==> src/rtl/icc_rx_link.sv <==
// icc_rx_link: receive-side framer for the inter-chip link.
// Locks to the periodic comma word, strips commas, delivers payload words with a
// one-cycle valid strobe, counts comma and code errors, and requests a GT reset
// after a prolonged loss of lock. Single clock domain (rxusrclk).
module icc_rx_link #(
    parameter int unsigned        DWIDTH        = 32,
    parameter logic [DWIDTH-1:0]  COMMA         = DWIDTH'(32'h000000bc),
    parameter int unsigned        COMMA_PERIOD  = 16,
    parameter int unsigned        LOCK_COUNT    = 4,
    parameter int unsigned        LOSS_COUNT    = 2,
    parameter int unsigned        CNT_WIDTH     = 16,
    parameter int unsigned        RESET_TIMEOUT = 65536
) (
    input  logic                  rxusrclk_i,
    input  logic                  sreset_i,
    input  logic [DWIDTH-1:0]     rxdata_i,
    input  logic [DWIDTH/8-1:0]   rxcharisk_i,
    input  logic [DWIDTH/8-1:0]   rxdisperr_i,
    input  logic [DWIDTH/8-1:0]   rxnotintable_i,
    input  logic                  clr_cnt_i,
    output logic [DWIDTH-1:0]     dout_o,
    output logic                  dout_valid_o,
    output logic                  locked_o,
    output logic [CNT_WIDTH-1:0]  comma_err_cnt_o,
    output logic [CNT_WIDTH-1:0]  code_err_cnt_o,
    output logic                  gt_reset_req_o
);

    localparam int unsigned DBYTE  = DWIDTH / 8;
    localparam int unsigned PH_W   = $clog2(COMMA_PERIOD);
    localparam int unsigned GOOD_W = $clog2(LOCK_COUNT + 1);
    localparam int unsigned MISS_W = $clog2(LOSS_COUNT + 1);
    localparam int unsigned TO_W   = $clog2(RESET_TIMEOUT);

    localparam logic [GOOD_W-1:0] LOCK_N  = GOOD_W'(LOCK_COUNT);
    localparam logic [MISS_W-1:0] LOSS_N  = MISS_W'(LOSS_COUNT);
    localparam logic [TO_W-1:0]   TO_LAST = TO_W'(RESET_TIMEOUT - 1);

    typedef enum logic [1:0] {
        ST_HUNT   = 2'd0,
        ST_VERIFY = 2'd1,
        ST_LOCKED = 2'd2
    } state_t;

    state_t                state_q, state_d;
    logic [PH_W-1:0]       phase_q, phase_d;
    logic [GOOD_W-1:0]     good_q, good_d;
    logic [MISS_W-1:0]     miss_q, miss_d;
    logic [TO_W-1:0]       timeout_q, timeout_d;
    logic [DWIDTH-1:0]     dout_q, dout_d;
    logic                  dout_valid_q, dout_valid_d;
    logic                  locked_q;
    logic [CNT_WIDTH-1:0]  comma_err_q, comma_err_d;
    logic [CNT_WIDTH-1:0]  code_err_q, code_err_d;
    logic                  gt_req_q, gt_req_d;

    logic                  code_err;
    logic                  is_comma;
    logic                  is_payload;
    logic                  at_slot;
    logic                  comma_miss;

    // Classify the incoming word.
    always_comb begin
        code_err   = |(rxdisperr_i | rxnotintable_i);
        is_comma   = (rxcharisk_i == {DBYTE{1'b1}}) && (rxdata_i == COMMA) && !code_err;
        is_payload = (rxcharisk_i == '0) && !code_err;
        at_slot    = (phase_q == '0);
    end

    // Framing FSM, payload capture, timeout and error counters (next-state logic).
    always_comb begin
        // NOTE: every signal gets a default before the case so no path leaves it
        // unassigned; an unassigned path in combinational logic infers a latch.
        state_d      = state_q;
        phase_d      = phase_q + 1'b1;
        good_d       = good_q;
        miss_d       = miss_q;
        timeout_d    = timeout_q;
        dout_d       = dout_q;
        dout_valid_d = 1'b0;
        gt_req_d     = 1'b0;
        comma_miss   = 1'b0;
        comma_err_d  = comma_err_q;
        code_err_d   = code_err_q;

        unique case (state_q)
            ST_HUNT: begin
                if (is_comma) begin
                    state_d = ST_VERIFY;
                    phase_d = PH_W'(1);
                    good_d  = GOOD_W'(1);
                end
            end
            ST_VERIFY: begin
                if (at_slot) begin
                    if (is_comma) begin
                        good_d = good_q + 1'b1;
                        if (good_d == LOCK_N) begin
                            state_d = ST_LOCKED;
                            miss_d  = '0;
                        end
                    end else begin
                        state_d = ST_HUNT;
                        good_d  = '0;
                    end
                end else if (is_comma) begin
                    state_d = ST_HUNT;
                    good_d  = '0;
                end
            end
            ST_LOCKED: begin
                if (at_slot && is_comma) begin
                    miss_d = '0;
                end else if (at_slot || is_comma) begin
                    // Missing slot comma or misplaced comma; alignment is kept.
                    comma_miss = 1'b1;
                    miss_d     = miss_q + 1'b1;
                    if (miss_d == LOSS_N) begin
                        state_d = ST_HUNT;
                        good_d  = '0;
                    end
                end
                if (!at_slot && is_payload) begin
                    dout_d       = rxdata_i;
                    dout_valid_d = 1'b1;
                end
            end
            default: begin
                state_d = ST_HUNT;
                good_d  = '0;
            end
        endcase

        // Prolonged loss of lock: pulse a GT reset request and restart the hunt.
        if (state_q == ST_LOCKED) begin
            timeout_d = '0;
        end else if (timeout_q == TO_LAST) begin
            timeout_d = '0;
            gt_req_d  = 1'b1;
            state_d   = ST_HUNT;
            good_d    = '0;
        end else begin
            timeout_d = timeout_q + 1'b1;
        end

        // Saturating error counters; clear has priority over increment.
        if (clr_cnt_i) begin
            comma_err_d = '0;
        end else if (comma_miss && (comma_err_q != '1)) begin
            comma_err_d = comma_err_q + 1'b1;
        end

        if (clr_cnt_i) begin
            code_err_d = '0;
        end else if (code_err && (code_err_q != '1)) begin
            code_err_d = code_err_q + 1'b1;
        end
    end

    // State and output registers with synchronous reset.
    always_ff @(posedge rxusrclk_i) begin
        // NOTE: sequential state uses non-blocking assignments so every register
        // samples the pre-edge values regardless of statement order.
        if (sreset_i) begin
            state_q      <= ST_HUNT;
            phase_q      <= '0;
            good_q       <= '0;
            miss_q       <= '0;
            timeout_q    <= '0;
            dout_q       <= '0;
            dout_valid_q <= 1'b0;
            locked_q     <= 1'b0;
            comma_err_q  <= '0;
            code_err_q   <= '0;
            gt_req_q     <= 1'b0;
        end else begin
            state_q      <= state_d;
            phase_q      <= phase_d;
            good_q       <= good_d;
            miss_q       <= miss_d;
            timeout_q    <= timeout_d;
            dout_q       <= dout_d;
            dout_valid_q <= dout_valid_d;
            locked_q     <= (state_d == ST_LOCKED);
            comma_err_q  <= comma_err_d;
            code_err_q   <= code_err_d;
            gt_req_q     <= gt_req_d;
        end
    end

    assign dout_o          = dout_q;
    assign dout_valid_o    = dout_valid_q;
    assign locked_o        = locked_q;
    assign comma_err_cnt_o = comma_err_q;
    assign code_err_cnt_o  = code_err_q;
    assign gt_reset_req_o  = gt_req_q;

endmodule

==> config.mk <==
export PLATFORM = sky130hd
export DESIGN_NAME = icc_rx_link
export DESIGN_NICKNAME = d
export VERILOG_FILES = /design/src/rtl/icc_rx_link.sv
export SDC_FILE = /design/constraint.sdc
export NUM_CORES = 1
export LEC_CHECK = 0
export BUFFER_PORTS_ARGS = -buffer_cell sky130_fd_sc_hd__buf_2
export CORE_MARGIN = 3
export CORE_UTILIZATION = 34
export CTS_CLUSTER_DIAMETER = 100
export DETAILED_ROUTE_END_ITERATION = 6
export GPL_TIMING_DRIVEN = 0
export HOLD_SLACK_MARGIN = 0.08
export PLACE_DENSITY_LB_ADDON = 0.12
export SLEW_MARGIN = 20
export SYNTH_ARGS = -nofsm -noshare
export SYNTH_HDL_FRONTEND = slang
export SYNTH_SLANG_ARGS = --single-unit
==> constraint.sdc <==
create_clock -name rxusrclk_i -period 7.55 [get_ports rxusrclk_i]
set_input_delay 1.51 -clock rxusrclk_i [delete_from_list [all_inputs] [get_ports rxusrclk_i]]
set_output_delay 1.51 -clock rxusrclk_i [all_outputs]
set_load 0.02 [all_outputs]
Word-level counts from Yosys, hierarchy flattened
Cells that the tools add are included.
- register bits: 94
- input bits: 47
- word-level logic and storage cells: 88
- add/subtract/negate cells: 6
- eq/ne operators: 14
- muxes and demuxes: 34
- bitwise gates (word level): 2
- reduce and logical (&&, ||, !) cells: 21
- operator list (kind ; number):
    $add 16x1->16 const B ; 3
    $eq 32x8->1 const B ; 1
    $ne 16x16->1 const B ; 2
    $mux 2 ; 15
    $mux 3 ; 9
    $eq 16x16->1 const B ; 1
    $pmux 3 s3 ; 1
    $logic_not 4->1 ; 2
    $mux 4 ; 2
    $logic_and 1x1->1 ; 7
    $eq 2x2->1 const B ; 3
    $ne 2x2->1 const B ; 3
    $pmux 2 s3 ; 1
    $reduce_or 2->1 ; 3
    $mux 1 ; 5
    $reduce_and 5->1 ; 1
    $add 4x1->4 const B ; 1
    $eq 4x4->1 const B ; 1
    $or 4x4->4 ; 1
    $pmux 2 s2 ; 1
    $reduce_or 4->1 ; 1
    $add 3x1->3 const B ; 1
    $eq 3x3->1 const B ; 1
    $ne 3x3->1 const B ; 1
    9 further kinds ; 10

Logic depth before layout (Yosys ltp)
- word-level depth: 11
- mapped depth: 11
- depth with buffers taken out: 10

Worst setup path after synthesis
Ideal clock, no wire load.
- path kind: input port to flip-flop
- start point: input port rxnotintable_i[0]
- end point: register comma_err_q[15], in the netlist comma_err_cnt_o[15]
- arrival time: 3.706 ns
- required time: 7.422 ns
- setup slack: 3.717 ns
- stages: 10
- path buffers: 1
- cells stage by stage: nor4_4 -> nand2_2 -> or4_1 -> buf_6 -> ha_1 -> and3b_1 -> nand2_1 -> nor4b_1 -> xnor2_1 -> nor2_1
- longest elaborated chain between the ends: 9
- elaborated cells on any way between the ends: 10
- classes of those cells: mux: 3; bitwise: 1; reduce/logical: 6
- RTL lines (what ; RTL line ; source):
    start: declaration ; 19 ; input logic [DWIDTH/8-1:0] rxnotintable_i,
    $or 4x4->4 * ; 65 ; code_err = |(rxdisperr_i | rxnotintable_i);
    $reduce_or 4->1 * ; 65 ;
    $logic_not 1->1 * ; 66 ; is_comma = (rxcharisk_i == {DBYTE{1'b1}}) && (rxdata_i == COMMA) && !code_err;
    $logic_and 1x1->1 * ; 66 ;
    $logic_or 1x1->1 ; 115 ; end else if (at_slot || is_comma) begin
    $mux 1 ; 115 ;
    $mux 1 * ; 113 ; if (at_slot && is_comma) begin
    $mux 1 * ; 87 ; unique case (state_q)
    $logic_and 1x1->1 * ; 150 ; end else if (comma_miss && (comma_err_q != '1)) begin
    end signal: assignment ; 186 ; comma_err_q <= comma_err_d;
    end: declaration ; 53 ; logic [CNT_WIDTH-1:0] comma_err_q, comma_err_d;
Every way passes the cells marked *; elsewhere a longest branch is shown, timed or not.
A chain may end at the register's enable or synchronous reset.

Worst setup path after layout
- start point: input port rxdata_i[24]
- end point: register comma_err_q[15], in the netlist comma_err_cnt_o[15]
- longest elaborated chain between the ends: 8
- elaborated cells on any way between the ends: 9
- classes of those cells: eq/ne: 1; mux: 3; reduce/logical: 5
- RTL lines (what ; RTL line ; source):
    start: declaration ; 16 ; input logic [DWIDTH-1:0] rxdata_i,
    $eq 32x8->1 * ; 66 ;
    $logic_and 1x1->1 * (2 in series) ; 66 ;
    $logic_or 1x1->1 ; 115 ;
    $mux 1 ; 115 ;
    $mux 1 * ; 113 ;
    $mux 1 * ; 87 ;
    $logic_and 1x1->1 * ; 150 ;
Marked as above.

==> out/summary.txt <==
Net switching power - 223 uW
Initial antenna violation count - 0
Yosys reg bits - 94
XOR/XNOR Fraction of Synth Area - 8.89%
Vias - 3,880
Worst rel slew slack - 56.1%
Effective utilization at floorplan - 35.0%
CTS root buf - clkbuf_16
Number of global-route vias before repair - 3,670
Die W - 118 um
Layout cells sized above 1 - 22.4%
Die area - 13,800 um^2
Worst path cell trace - buf_2, nor4_1, nand3_1, or4_1, buf_6, ha_1, and3b_1, nand2_1, nor4b_1, xnor2_1, nor2_1
Comb pwr share - 3.9%
PD cells - 199 nW/um^2
Sw Ratio - 21.0%
Required time of the critical path - 7.77 ns
Endpoints failing setup - 0
Post CTS Setup Buffer Count - 0
Share of the synthesized area in the top cell type - 44.4%
DR WL/cell - 13.0 um
Met3 usage - 3.94%
Cell taking the most area after synthesis - dfxtp_1
Grt ovf - 0
Worst hold path class - reg -> reg
Residual DRC - 0
CP Max Fanout - 6
Syn Inst Count - 506
DR pass1 iterations - 4
Max VDD drop - 107 uV
Tmin final - 3.94 ns
Mux cell area share after synthesis - 0.709%
Die H - 118 um
Routed WL - 10,400 um
Crit path max-delay cell type - or4_1
Largest net degree at the start of global routing - 16
Slowest cell delay on critical path - 0.55 ns
Final GP Congestion - 0.801
Leak pwr - 2.11 nW
Main combinational cell family by area after synthesis - simple AND/OR/NAND/NOR gates
Synth Area in Adders - 3.25%
Hold_buf cts - 0
Post-CTS sizing - 0
# nets final - 687
Worst-skew pair later-pin latency - 0.35 ns
Synth Area in Compound Gates - 9.43%
Post-synth EDFFs - 0
GRT Overall Usage - 15.2%
Setup tns final - 0 ns
Post-Syn Area - 4230 um^2
GR peak layer - met2
Pint - 839 uW
Max Clk Rate - 0.254 GHz
DRT iter0 DRCs - 225
Max-cap viol count - 0
Post-synthesis cell type count - 43
Met1 Usage GRT - 19.8%
YS warnings - 0
Syn nets - 564
Inserted Clock Buffers - 9
Worst-case clock skew - 0.00595 ns
Ant diodes - 0
Clock-pin slew on the worst setup and hold paths - 0.07 ns
Period utilization - 52.2%
Delay-heaviest family, CP - simple AND/OR/NAND/NOR gates
Top-Level Pins - 114
Post-synth ARST share - 0%
FF-to-FF setup slack - 5.40 ns
CTS Buffer Depth - 2
Core area - 12,100 um^2
Hold slack - 0.452 ns
Ys flop type - dfxtp_1
Port Buffers - 112
Hold depth - 2
Fin. max-slew vios - 0
Cell depth of the worst setup path - 11
Mapped Avg Cell Area - 8.37 um^2
Most common cell in the netlist - dfxtp_1
TritonCTS Sinks - 94
Post-synthesis sequential area ratio - 44.4%
Synth area leaders - dfxtp_1, nand2_1, nor2_1, xnor2_1, a21oi_1
Worst slew pin tran - 0.642 ns
Clock power frac - 48.8%
Met2 Usage GRT - 24.0%
CTS H-Tree Depth - 3
Final hold violation count - 0
CTS tree - yes
Std cell rows - 40
RSZ-0062 raised after global routing - false
Simple-gate share of the synthesized area - 29.6%
Worst setup EP type - flip-flop
Worst r2r path cells - 8
Flop pwr share - 47.3%
Via-per-instance ratio - 4.84
Status - finished, final reports clean
First-pass GRT wire length - 17,400 um
Setup CP Type - in -> reg
Synth cell count leaders - dfxtp_1, nand2_1, nor2_1
WP data arrival - 4.17 ns
Detailed placement HPWL - 7890 um
Critical Path Start Type - input pin
Layout area overhead - 26.2%
Post-route ant nets - 0
Buf/Inv on CP - 2
sequential cells by signal (all words and copies together) (netlist names):
| signal | flops |
|---|---|
| code_err_cnt_o | 16 |
| dout_valid_o | 1 |
| timeout_q | 16 |
| state_q | 2 |
| gt_reset_req_o | 1 |
| comma_err_cnt_o | 16 |
| locked_o | 1 |
| miss_q | 2 |
| phase_q | 4 |
| dout_o | 32 |
| good_q | 3 |
power groups by stage:
| stage | sequential (mW) | clock [mW] | combinational (mW) |
|---|---|---|---|
| floorplan | 0.514 | 0 | 0.0191 |
| global placement | 0.513 | 0 | 0.0415 |
| detailed placement | 0.514 | 0 | 0.0421 |
| CTS | 0.502 | 0.533 | 0.0423 |
| global route | 0.503 | 0.549 | 0.0474 |
| finish | 0.502 | 0.518 | 0.0415 |
layout make-up:
type / count / area, um^2
repair buffers: 112 / 561
fillers: 1261 / 6770
inverters: 13 / 61.3
clock buffers: 10 / 229
plain buffers: 21 / 93.8
flip-flops and latches: 94 / 1880
well taps: 168 / 210
clock inverters: 6 / 110
multi-input cells: 378 / 2200
through the flow:
stage / instances / setup slack (ns) / instance area [um^2] / utilization (%) / total power [mW]
2_1_floorplan: 506 / 3.72 / 4230 / - / 0.533
5_1_grt: 802 / 3.40 / 5340 / 44.1 / 1.10
4_1_cts: 802 / 3.62 / 5340 / 44.1 / 1.08
6_report: 802 / 3.61 / 5340 / 44.1 / 1.06
3_3_place_gp: 786 / 3.25 / 5000 / 41.3 / 0.555
3_5_place_dp: 786 / 3.26 / 5000 / 41.3 / 0.556
worst paths after layout:
check,start,end
worst max-delay path,rxdata_i[24],comma_err_cnt_o[15]$_SDFFE_PP0P_
worst min-delay path,dout_o[9]$_SDFFE_PP0P_,dout_o[9]$_SDFFE_PP0P_
worst max register to register,phase_q[0]$_SDFF_PP0_,miss_q[1]$_SDFFE_PP0P_
worst min register to register,dout_o[9]$_SDFFE_PP0P_,dout_o[9]$_SDFFE_PP0P_
cells by family (layout without fill, tap and decap cells):
family,count (synthesis),after routing
xor gates and xnor gates,43,43
muxes,3,3
and+or+nand+nor,253,253
buffers and inverters,34,162
adders and majority gates,11,11
DFF,94,94
AOI/OAI and AO/OA,68,68
cells in the final DEF (no fill, tap or decap), types with 2 or more instances in the layout:
cell type   count
or3_1           2
a211oi_1        8
inv_1          12
a2111oi_0       4
xnor2_1        26
nor2b_1         2
nor4b_1         5
or2_2           2
mux2i_1         3
nand4b_1        2
nor3_1          9
dfxtp_1        94
a311oi_1        2
clkbuf_1       15
and4b_1         2
and2_1          7
buf_2         118
bufinv_16       3
xor2_1         17
nor2_1         61
nand2_1        89
a21oi_1        42
clkinvlp_4      2
nor3_2          2
nand3_1        24
nor4_4          2
and4_1          5
clkbuf_16       9
a31oi_1         4
or4_1           3
nand4_1        15
nor4_1          6
o21ai_0         5
ha_1           11
and3_1          9
metal layers:
| metal | wire [um] | up-vias |
|---|---|---|
| met2 | 4920 | 67 |
| met5 | 0 | - |
| met4 | 206 | 0 |
| met1 | 4820 | 1803 |
| met3 | 444 | 13 |
| li1 | - | 1997 |
worst min-delay path, delay by kind of cell (launching register included):
kind | cells | cell delay (ns)
AO/OA/AOI/OAI | 1 | 0.05
flip-flops | 1 | 0.31
AND/OR/NAND/NOR | 1 | 0.05
Note: power is estimated with default switching activity, not from simulation.
